==> config.mk <==
export PLATFORM = sky130hd
export DESIGN_NAME = internal_ram_bridge_flat
export DESIGN_NICKNAME = d
export VERILOG_FILES = /design/src/rtl/internal_ram_bridge_if.sv /design/src/rtl/internal_ram_bridge.sv /design/src/flat_wrapper.sv
export SDC_FILE = /design/constraint.sdc
export NUM_CORES = 1
export LEC_CHECK = 0
export CORE_UTILIZATION = 45
export DETAILED_ROUTE_END_ITERATION = 8
export PLACE_DENSITY_LB_ADDON = 0.3
export SYNTH_ARGS = -nofsm -noshare
export SYNTH_HDL_FRONTEND = slang
export SYNTH_SLANG_ARGS = --single-unit
export TNS_END_PERCENT = 10
==> constraint.sdc <==
create_clock -name clk -period 2.45 [get_ports clk]
set_input_delay 0.49 -clock clk [delete_from_list [all_inputs] [get_ports clk]]
set_output_delay 0.49 -clock clk [all_outputs]
set_load 0.02 [all_outputs]
==> src/rtl/internal_ram_bridge_if.sv <==
`timescale 1ns/1ps
// internal_ram_bridge_if
// Bundles the three signal groups around the RAM bridge:
//   cmd_*  : valid/ready command stream from the CPU-side bus (32-bit, byte addressed)
//   rsp_*  : valid/ready response stream back to the CPU-side bus
//   ram_*  : 64-bit on-chip RAM port (1-cycle read latency)
// Modports:
//   master : the CPU side plus the RAM itself (drives commands, consumes responses,
//            supplies ram_rdData)
//   slave  : the bridge (accepts commands, produces responses, drives the RAM port)
interface internal_ram_bridge_if;
  logic        cmd_valid;
  logic        cmd_ready;
  logic        cmd_write;
  logic [13:0] cmd_address;
  logic [31:0] cmd_data;
  logic [3:0]  cmd_mask;

  logic        rsp_valid;
  logic        rsp_ready;
  logic [31:0] rsp_data;
  logic        rsp_error;

  logic        ram_en;
  logic        ram_wr;
  logic [10:0] ram_addr;
  logic [7:0]  ram_mask;
  logic [63:0] ram_wrData;
  logic [63:0] ram_rdData;

  modport master (
    output cmd_valid, cmd_write, cmd_address, cmd_data, cmd_mask,
    input  cmd_ready,
    input  rsp_valid, rsp_data, rsp_error,
    output rsp_ready,
    input  ram_en, ram_wr, ram_addr, ram_mask, ram_wrData,
    output ram_rdData
  );

  modport slave (
    input  cmd_valid, cmd_write, cmd_address, cmd_data, cmd_mask,
    output cmd_ready,
    output rsp_valid, rsp_data, rsp_error,
    input  rsp_ready,
    output ram_en, ram_wr, ram_addr, ram_mask, ram_wrData,
    input  ram_rdData
  );
endinterface

==> src/rtl/internal_ram_bridge.sv <==
`timescale 1ns/1ps
// internal_ram_bridge
// Bus-side initiator for the on-chip RAM. Turns 32-bit byte-addressed commands into
// accesses on the 64-bit RAM port (selecting the correct half-word lanes), captures
// the read data one cycle later and returns exactly one in-order response per
// command through a small response FIFO with backpressure.
//
// Ports:
//   clk    : single clock, rising edge
//   reset  : asynchronous, active-high reset
//   bus    : internal_ram_bridge_if.slave (cmd_*, rsp_*, ram_* groups)
// Parameter:
//   RSP_DEPTH : response FIFO entries (power of 2, >= 2)
// Optional feature:
//   ROM_WRITE_ERROR_EN : when defined, writes to the lower 8 KB ROM region are not
//                        issued to the RAM and are answered with rsp_error=1.
module internal_ram_bridge #(
  parameter int RSP_DEPTH = 4
) (
  input logic clk,
  input logic reset,
  internal_ram_bridge_if.slave bus
);

  localparam int PtrW = (RSP_DEPTH > 1) ? $clog2(RSP_DEPTH) : 1;
  localparam int CntW = PtrW + 1;

  logic            fire;
  logic            blocked;
  logic            push;
  logic            pop;
  logic            cmdReady_q;
  logic            cmdReady_d;
  logic            inflight_q;
  logic            half_q;
  logic            isWrite_q;
  logic            err_q;
  logic [PtrW-1:0] wrPtr_q;
  logic [PtrW-1:0] rdPtr_q;
  logic [CntW-1:0] count_q;
  logic [CntW-1:0] count_d;
  logic [CntW:0]   creditUse;
  logic [31:0]     pushData;
  logic [32:0]     rspMem_q [RSP_DEPTH];
  logic [32:0]     headEntry;
  logic            unusedAddrBits;

  // Word-aligned commands: the two lowest byte-address bits carry no information.
  assign unusedAddrBits = ^bus.cmd_address[1:0];

`ifdef ROM_WRITE_ERROR_EN
  // Writes into the lower 8 KB are ROM writes; keep them off the RAM port.
  assign blocked = bus.cmd_write & ~bus.cmd_address[13];
`else
  assign blocked = 1'b0;
`endif

  assign fire = bus.cmd_valid & cmdReady_q;

  // RAM port is driven straight from the command; the 32-bit data is replicated
  // onto both halves and the byte mask steers the write into the addressed half.
  assign bus.ram_en     = fire & ~blocked;
  assign bus.ram_wr     = bus.cmd_write;
  assign bus.ram_addr   = bus.cmd_address[13:3];
  assign bus.ram_wrData = {bus.cmd_data, bus.cmd_data};
  assign bus.ram_mask   = bus.cmd_address[2] ? {bus.cmd_mask, 4'b0000}
                                             : {4'b0000, bus.cmd_mask};

  // The in-flight stage lines up with the RAM's read data, so the push happens
  // exactly one cycle after the access.
  assign push     = inflight_q;
  assign pushData = (isWrite_q | err_q) ? 32'h0
                  : (half_q ? bus.ram_rdData[63:32] : bus.ram_rdData[31:0]);

  assign pop     = (count_q != '0) & bus.rsp_ready;
  assign count_d = count_q + CntW'(push) - CntW'(pop);

  // A credit is held by every queued entry and by the access still in flight,
  // so the FIFO can never be overrun even with rsp_ready held low.
  assign creditUse  = {1'b0, count_d} + (CntW+1)'(fire);
  assign cmdReady_d = creditUse < (CntW+1)'(RSP_DEPTH);

  // Control state: credit flag, in-flight stage, FIFO pointers and occupancy.
  always_ff @(posedge clk or posedge reset) begin
    if (reset) begin
      cmdReady_q <= 1'b0;
      inflight_q <= 1'b0;
      half_q     <= 1'b0;
      isWrite_q  <= 1'b0;
      err_q      <= 1'b0;
      wrPtr_q    <= '0;
      rdPtr_q    <= '0;
      count_q    <= '0;
    end else begin
      cmdReady_q <= cmdReady_d;
      inflight_q <= fire;
      if (fire) begin
        half_q    <= bus.cmd_address[2];
        isWrite_q <= bus.cmd_write;
        err_q     <= blocked;
      end
      if (push) wrPtr_q <= wrPtr_q + PtrW'(1);
      if (pop)  rdPtr_q <= rdPtr_q + PtrW'(1);
      count_q <= count_d;
    end
  end

  // Response storage needs no reset: entries are only visible while counted.
  always_ff @(posedge clk) begin
    if (push) rspMem_q[wrPtr_q] <= {pushData, err_q};
  end

  assign headEntry     = rspMem_q[rdPtr_q];
  assign bus.rsp_valid = (count_q != '0);
  assign bus.rsp_data  = bus.rsp_valid ? headEntry[32:1] : 32'h0;
  assign bus.rsp_error = bus.rsp_valid & headEntry[0];
  assign bus.cmd_ready = cmdReady_q;

endmodule
==> src/flat_wrapper.sv <==
// flat-port wrapper written by rule: the top's interface ports become plain ports
module internal_ram_bridge_flat 
#(
  parameter int RSP_DEPTH = 4
)
  (clk, reset, bus_cmd_valid, bus_cmd_write, bus_cmd_address, bus_cmd_data, bus_cmd_mask, bus_cmd_ready, bus_rsp_valid, bus_rsp_data, bus_rsp_error, bus_rsp_ready, bus_ram_en, bus_ram_wr, bus_ram_addr, bus_ram_mask, bus_ram_wrData, bus_ram_rdData);
  internal_ram_bridge_if bus_i ();
  input logic clk;
  input logic reset;
  input wire logic [$bits(bus_i.cmd_valid)-1:0] bus_cmd_valid;
  input wire logic [$bits(bus_i.cmd_write)-1:0] bus_cmd_write;
  input wire logic [$bits(bus_i.cmd_address)-1:0] bus_cmd_address;
  input wire logic [$bits(bus_i.cmd_data)-1:0] bus_cmd_data;
  input wire logic [$bits(bus_i.cmd_mask)-1:0] bus_cmd_mask;
  output wire logic [$bits(bus_i.cmd_ready)-1:0] bus_cmd_ready;
  output wire logic [$bits(bus_i.rsp_valid)-1:0] bus_rsp_valid;
  output wire logic [$bits(bus_i.rsp_data)-1:0] bus_rsp_data;
  output wire logic [$bits(bus_i.rsp_error)-1:0] bus_rsp_error;
  input wire logic [$bits(bus_i.rsp_ready)-1:0] bus_rsp_ready;
  output wire logic [$bits(bus_i.ram_en)-1:0] bus_ram_en;
  output wire logic [$bits(bus_i.ram_wr)-1:0] bus_ram_wr;
  output wire logic [$bits(bus_i.ram_addr)-1:0] bus_ram_addr;
  output wire logic [$bits(bus_i.ram_mask)-1:0] bus_ram_mask;
  output wire logic [$bits(bus_i.ram_wrData)-1:0] bus_ram_wrData;
  input wire logic [$bits(bus_i.ram_rdData)-1:0] bus_ram_rdData;
  assign bus_i.cmd_valid = bus_cmd_valid;
  assign bus_i.cmd_write = bus_cmd_write;
  assign bus_i.cmd_address = bus_cmd_address;
  assign bus_i.cmd_data = bus_cmd_data;
  assign bus_i.cmd_mask = bus_cmd_mask;
  assign bus_cmd_ready = bus_i.cmd_ready;
  assign bus_rsp_valid = bus_i.rsp_valid;
  assign bus_rsp_data = bus_i.rsp_data;
  assign bus_rsp_error = bus_i.rsp_error;
  assign bus_i.rsp_ready = bus_rsp_ready;
  assign bus_ram_en = bus_i.ram_en;
  assign bus_ram_wr = bus_i.ram_wr;
  assign bus_ram_addr = bus_i.ram_addr;
  assign bus_ram_mask = bus_i.ram_mask;
  assign bus_ram_wrData = bus_i.ram_wrData;
  assign bus_i.ram_rdData = bus_ram_rdData;
  internal_ram_bridge #(.RSP_DEPTH(RSP_DEPTH)) u_core (.clk(clk), .reset(reset), .bus(bus_i));
endmodule
==> results of run 1 <==
[state kept, by name, summed over array words and instances, names as in the netlist]
| signal | flops |
|---|---|
| u_core.rspMem_q | 128 |
| u_core.count_q | 3 |
| u_core.rdPtr_q | 2 |
| u_core.wrPtr_q | 2 |
| u_core.bus.cmd_ready | 1 |
| u_core.half_q | 1 |
| u_core.inflight_q | 1 |
| u_core.isWrite_q | 1 |
[per-layer routing]
metal,vias up,track usage [%],share of wire (%)
met5,-,0,0
met1,1625,19.5,40
met2,133,28.7,50
met4,0,8.38,2.3
met3,40,5.07,7.1
li1,1526,-,-
[cell families (layout without fill, tap and decap cells)]
kind of cell	Yosys count	in the layout	synth area share (%)
adders and majority gates	7	7	1.46
muxes	66	66	16.5
other	1	1	0.0574
DFF	139	139	63.1
and+or+nand+nor	79	79	6.30
xor gates and xnor gates	4	4	0.747
AOI/OAI and AO/OA	4	4	0.421
buffers and inverters	105	176	11.5
[worst reg2reg max path, stage by stage, from the launching register on]
cell     delay, ps
dfrtp_1        410
o31ai_1        360
inv_1           80
ha_1           270
inv_1           40
ha_1           180
fa_1           380
xnor3_1        210
a31oi_1        150
[metrics by stage]
stage	total power [mW]	util (%)
after detailed placement	7.74	52.7
after global routing	10.6	56.6
after global placement	7.65	52.7
after CTS	10.2	56.4
final	10.1	56.6
after floorplan	6.31	-
[worst paths after layout]
check                                                    from                        endpoint  slack [ps]  cells after the start
worst max-delay path            u_core.rdPtr_q[0]$_DFFE_PP0P_                bus_rsp_data[26]           9                      5
worst min-delay path                                    reset    u_core.isWrite_q$_DFFE_PP0P_         380                      2
worst max register to register    u_core.count_q[1]$_DFF_PP0_  u_core.bus.cmd_ready$_DFF_PP0_         290                      8
worst min register to register  u_core.wrPtr_q[0]$_DFFE_PP0P_   u_core.wrPtr_q[0]$_DFFE_PP0P_         540                      1
max in group asynchronous                               reset       u_core.half_q$_DFFE_PP0P_        1760                      2
min in group clk                u_core.wrPtr_q[0]$_DFFE_PP0P_   u_core.wrPtr_q[0]$_DFFE_PP0P_         540                      1
[cell type report]
cell class / instances / area [um^2]
Fill cell: 1102 / 6090
Sequential cell: 139 / 4120
Tap cell: 180 / 225
Clock inverter: 11 / 170
Inverter: 8 / 30.0
Clock buffer: 20 / 437
Multi-Input combinational cell: 161 / 1660
Timing Repair Buffer: 137 / 1300
[synthesized netlist by cell type (all sizes together)]
master / n
a31oi: 1
dfrtp: 11
mux2i: 32
and2: 41
fa: 1
xor2: 1
nand2: 1
nor2b: 4
o21ai: 1
xnor3: 1
xnor2: 2
or3: 1
conb: 1
clkbuf: 9
buf: 88
inv: 8
mux4: 32
nor2: 32
mux2: 2
edfxtp: 128
o311ai: 1
o31ai: 1
ha: 6
[what timing repair did]
action / CTS / global route
hold buffers: 0 / 0
gates cloned: 1 / 0
resized for setup: 140 / 11
setup buffers: 2 / 4
setup endpoints to repair: 32 / 27
[power by group]
group          switching, mW  internal (mW)  total (mW)
sequential             0.212           3.31        3.52
combinational           2.07           1.89        3.96
clock                  0.907           1.70        2.60
==> flow_summary.json, run 1 <==
{
  "status": "complete, no violations",
  "htreeDepth": 4,
  "ys_seq_elements": 139,
  "grt_pass1_vias": 3633,
  "drt_first_pass_iters": 4,
  "cpMaxStageDelayCell": "mux4_2",
  "ys_seq_area_share_pct": 63.1,
  "nets": 590,
  "numCtsBuffers": 17,
  "post_drt_wl_per_cell_um": 17.8,
  "clockBufferDepth": 2,
  "drt_iter0_markers": 195,
  "row_count": 43,
  "viasPerCell": 5.07,
  "period_needed_ps": 2440,
  "rsz0062_at_grt": "true",
  "setup_violations": 0,
  "ir_drop_mv": 0.558,
  "die_area_mm2": 0.0150,
  "period_share_pct": 99.6,
  "clkLatencyLatePin_ps": 410,
  "dpl_cell_area_mm2": 0.00740,
  "synth_area_mm2": 0.00653,
  "die_h_um": 122,
  "hold_slack_ps": 382,
  "yosysTopAreaCellShare_pct": 58.8,
  "areaGrowthSynthToFinish_pct": 21.7,
  "grt_usage_pct": 16.9,
  "post-place-ws_ps": -22.9,
  "p_per_area_mw_per_mm2": 1270,
  "worstPathArrival_ps": 1950,
  "yosys_warnings": 0,
  "fin_cells": 656,
  "relSlewSlack_pct": 41.6,
  "ant_nets": 0,
  "postLayoutCellArea_mm2": 0.00795,
  "leakagePower_nw": 2.91,
  "synth_nets": 531,
  "most-common-layout-cells": "edfxtp_1 (128), clkdlybuf4s50_1 (84), and2_1 (35)",
  "synthCells": 405,
  "criticalPathCategory": "register to output port",
  "numClockSinks": 139,
  "cp_data_required_time_ps": 1960,
  "path_max_fanout": 5,
  "placed_cells": 619,
  "grt_max_degree": 34,
  "tightestPinTransition_ps": 876,
  "max_freq_mhz": 410,
  "drc": 0,
  "postSynthAreaPerCell_um2": 16.1,
  "finalHoldViolCount": 0,
  "ys_types": 27,
  "cp_top_family": "multiplexers",
  "setup_ws_ps": 8.99,
  "cpPeakStageDelay_ps": 530,
  "die_w_um": 122,
  "hold_class": "input pin to async pin",
  "routed_wirelength_mm": 11.7,
  "dpl.hpwl_mm": 7.42,
  "cp_num_buf_inv": 3,
  "overflow": 0,
  "final_common_cell": "edfxtp_1",
  "layout-drive-gt1-share_pct": 25.6,
  "maxCapViolCount": 0,
  "endpoint_kind": "output port",
  "final.setup.tns_ps": 0,
  "clkTransAtPathRegs_ps": 60,
  "grt_pass1_wl_mm": 18.4,
  "dr_total_vias": 3324,
  "crit_chain": "buf_4, buf_8, mux4_2, and2_1, buf_4",
  "portBuffers": 117,
  "cts-root-buf": "clkbuf_16",
  "io_pins": 239,
  "start_util_pct": 46.5,
  "yosys-top-cells-area": "edfxtp_1 (59%), mux4_2 (9.7%), buf_4 (8.8%)",
  "diodes": 0,
  "cts_tree": "yes",
  "cpMostUsedCell": "buf_4",
  "coreArea_mm2": 0.0140,
  "grt_antenna_before_repair": 0,
  "place.gp.congestion": 0.708,
  "yosysTopAreaCell": "edfxtp_1",
  "drv_slew": 0,
  "fin_skew_ps": 7.21,
  "cp-start-kind": "register"
}
No activity file was read; power rests on OpenSTA's default activity.
==> inputs of run 2 (changes only) <==
- CAP_MARGIN: default -> 20
- CTS_BUF_LIST: default -> sky130_fd_sc_hd__clkbuf_4 sky130_fd_sc_hd__clkbuf_8 sky130_fd_sc_hd__clkbuf_16
==> run 2 against run 1 <==
Clock-buffer cell count unchanged. Core utilization up 0.098 points. Die area unchanged. Combinational power about the same. Sequential cell count unchanged. Sequential power about the same. Register-to-register slack about the same. Highest routed layer unchanged. Clock power up 2%.
==> flow_summary.json, run 2 (same netlist as run 1, synthesis figures left out) <==
{
  "status": "complete, no violations",
  "fin_skew_ps": 9.89,
  "critPathLaunch": "u_core.rdPtr_q[0]$_DFFE_PP0P_",
  "grt_pass1_vias": 3627,
  "leakagePower_nw": 2.92,
  "drt_iter0_markers": 166,
  "dpl_cell_area_mm2": 0.00740,
  "p_per_area_mw_per_mm2": 1280,
  "cp-start-kind": "register",
  "grt_pass1_wl_mm": 18.4,
  "grt_max_degree": 34,
  "post_drt_wl_per_cell_um": 17.8,
  "ant_nets": 0,
  "grt_use_met2_pct": 28.6,
  "clockBufferDepth": 2,
  "drv_slew": 0,
  "most-common-layout-cells": "edfxtp_1 (128), clkdlybuf4s50_1 (84), mux2i_1 (32), nor2_1 (32), and2_1 (32)",
  "relSlewSlack_pct": 42.4,
  "finalHoldViolCount": 0,
  "ir_drop_mv": 0.564,
  "max_freq_mhz": 412,
  "row_count": 43,
  "cts-root-buf": "clkbuf_16",
  "cts_tree": "yes",
  "worstPathArrival_ps": 1940,
  "layout-drive-gt1-share_pct": 26.6,
  "dpl.hpwl_mm": 7.42,
  "cp_data_required_time_ps": 1960,
  "setup_ws_ps": 24.0,
  "die_area_mm2": 0.0150,
  "portBuffers": 117,
  "postLayoutCellArea_mm2": 0.00797,
  "period_share_pct": 99.0,
  "numCtsBuffers": 17,
  "p_sw_share_pct": 31.5,
  "endpoint_kind": "output port",
  "pwr-share-clk_pct": 26.1,
  "cp_num_buf_inv": 3,
  "hold_class": "input pin to async pin",
  "post-place-ws_ps": -22.9,
  "maxCapViolCount": 0,
  "seqPwrFrac_pct": 34.7,
  "diodes": 0,
  "top_regs": "u_core.rspMem_q x128, u_core.count_q x3",
  "power_frac_comb_pct": 39.2,
  "largest_register_ff_count": 128,
  "place.gp.congestion": 0.708,
  "numClockSinks": 139,
  "dr_total_vias": 3347,
  "die_w_um": 122,
  "viasPerCell": 5.12,
  "htreeDepth": 4,
  "nets": 588,
  "cp_top_family": "multiplexers",
  "io_pins": 239,
  "r2r_start": "u_core.count_q[1]$_DFF_PP0_",
  "die_h_um": 122,
  "globalRouteMet1Util_pct": 19.6,
  "criticalPathCategory": "register to output port",
  "ff2ff_path_depth": 8,
  "globalRouteMet3Util_pct": 5.07,
  "overflow": 0,
  "period_needed_ps": 2430,
  "final_core_util_pct": 56.7,
  "grt_usage_pct": 16.9,
  "p_int_mw": 6.96,
  "cpPeakStageDelay_ps": 510,
  "p_switching_mw": 3.20,
  "areaGrowthSynthToFinish_pct": 21.9,
  "drt_first_pass_iters": 4,
  "coreArea_mm2": 0.0140,
  "final_common_cell": "edfxtp_1",
  "start_util_pct": 46.5,
  "cp.depth": 5,
  "routed_wirelength_mm": 11.7,
  "clkTransAtPathRegs_ps": 60,
  "grt-busiest-layer": "met2",
  "setup_violations": 0,
  "cpMaxStageDelayCell": "mux4_2",
  "largest_register": "u_core.rspMem_q",
  "rrSetupSlack_ps": 290,
  "crit_chain": "buf_6, buf_12, mux4_2, and2_1, buf_2",
  "tightestPinTransition_ps": 863,
  "rsz0062_at_grt": "true",
  "clkLatencyLatePin_ps": 410,
  "path_max_fanout": 8,
  "grt_antenna_before_repair": 0,
  "drc": 0
}
==> run 2: cell types whose count changed in the layout (fill, tap and decap cells not counted), sizes merged <==
cell / change
buf: -2
==> run 2: worst paths after layout <==
path / to
worst max-delay path: bus_rsp_data[20]
worst min-delay path: u_core.isWrite_q$_DFFE_PP0P_
worst max register to register: u_core.bus.cmd_ready$_DFF_PP0_
worst min register to register: u_core.wrPtr_q[0]$_DFFE_PP0P_
max in group asynchronous: u_core.half_q$_DFFE_PP0P_
min in group clk: u_core.wrPtr_q[0]$_DFFE_PP0P_
==> run 2: final cells by class <==
type / count / area, um^2
Clock buffer: 20 / 448
Fill cell: 1108 / 6080
Multi-Input combinational cell: 161 / 1670
Sequential cell: 139 / 4120
Inverter: 8 / 30.0
Tap cell: 180 / 225
Clock inverter: 11 / 170
Timing Repair Buffer: 135 / 1300
==> run 2: what timing repair did <==
action	in CTS	in global routing
gates resized for setup	140	14
gates cloned	1	0
setup buffers	2	3
endpoints found under the setup margin	32	27
hold buffers	0	0
==> run 2: power groups by stage <==
stage | clock network [mW] | registers [mW] | logic [mW]
2_1_floorplan | 0 | 3.45 | 2.85
3_3_place_gp | 0 | 3.54 | 4.11
3_5_place_dp | 0 | 3.57 | 4.17
4_1_cts | 2.68 | 3.53 | 4.00
5_1_grt | 2.79 | 3.57 | 4.33
6_report | 2.65 | 3.52 | 3.99
==> run 2: layer usage <==
metal	vias up	share of wire (%)
met4	0	2.5
met5	-	0
met1	1661	41
met2	125	50
li1	1520	-
met3	41	6.6
==> run 2: per-stage QoR <==
stage          TNS [ps]  hold slack, ps  instances  power [mW]
2_1_floorplan         0             342        405        6.31
3_3_place_gp          0             513        619        7.65
3_5_place_dp      -22.9             524        619        7.74
4_1_cts            -317             389        653        10.2
5_1_grt            -868             410        654        10.7
6_report              0             382        654        10.2
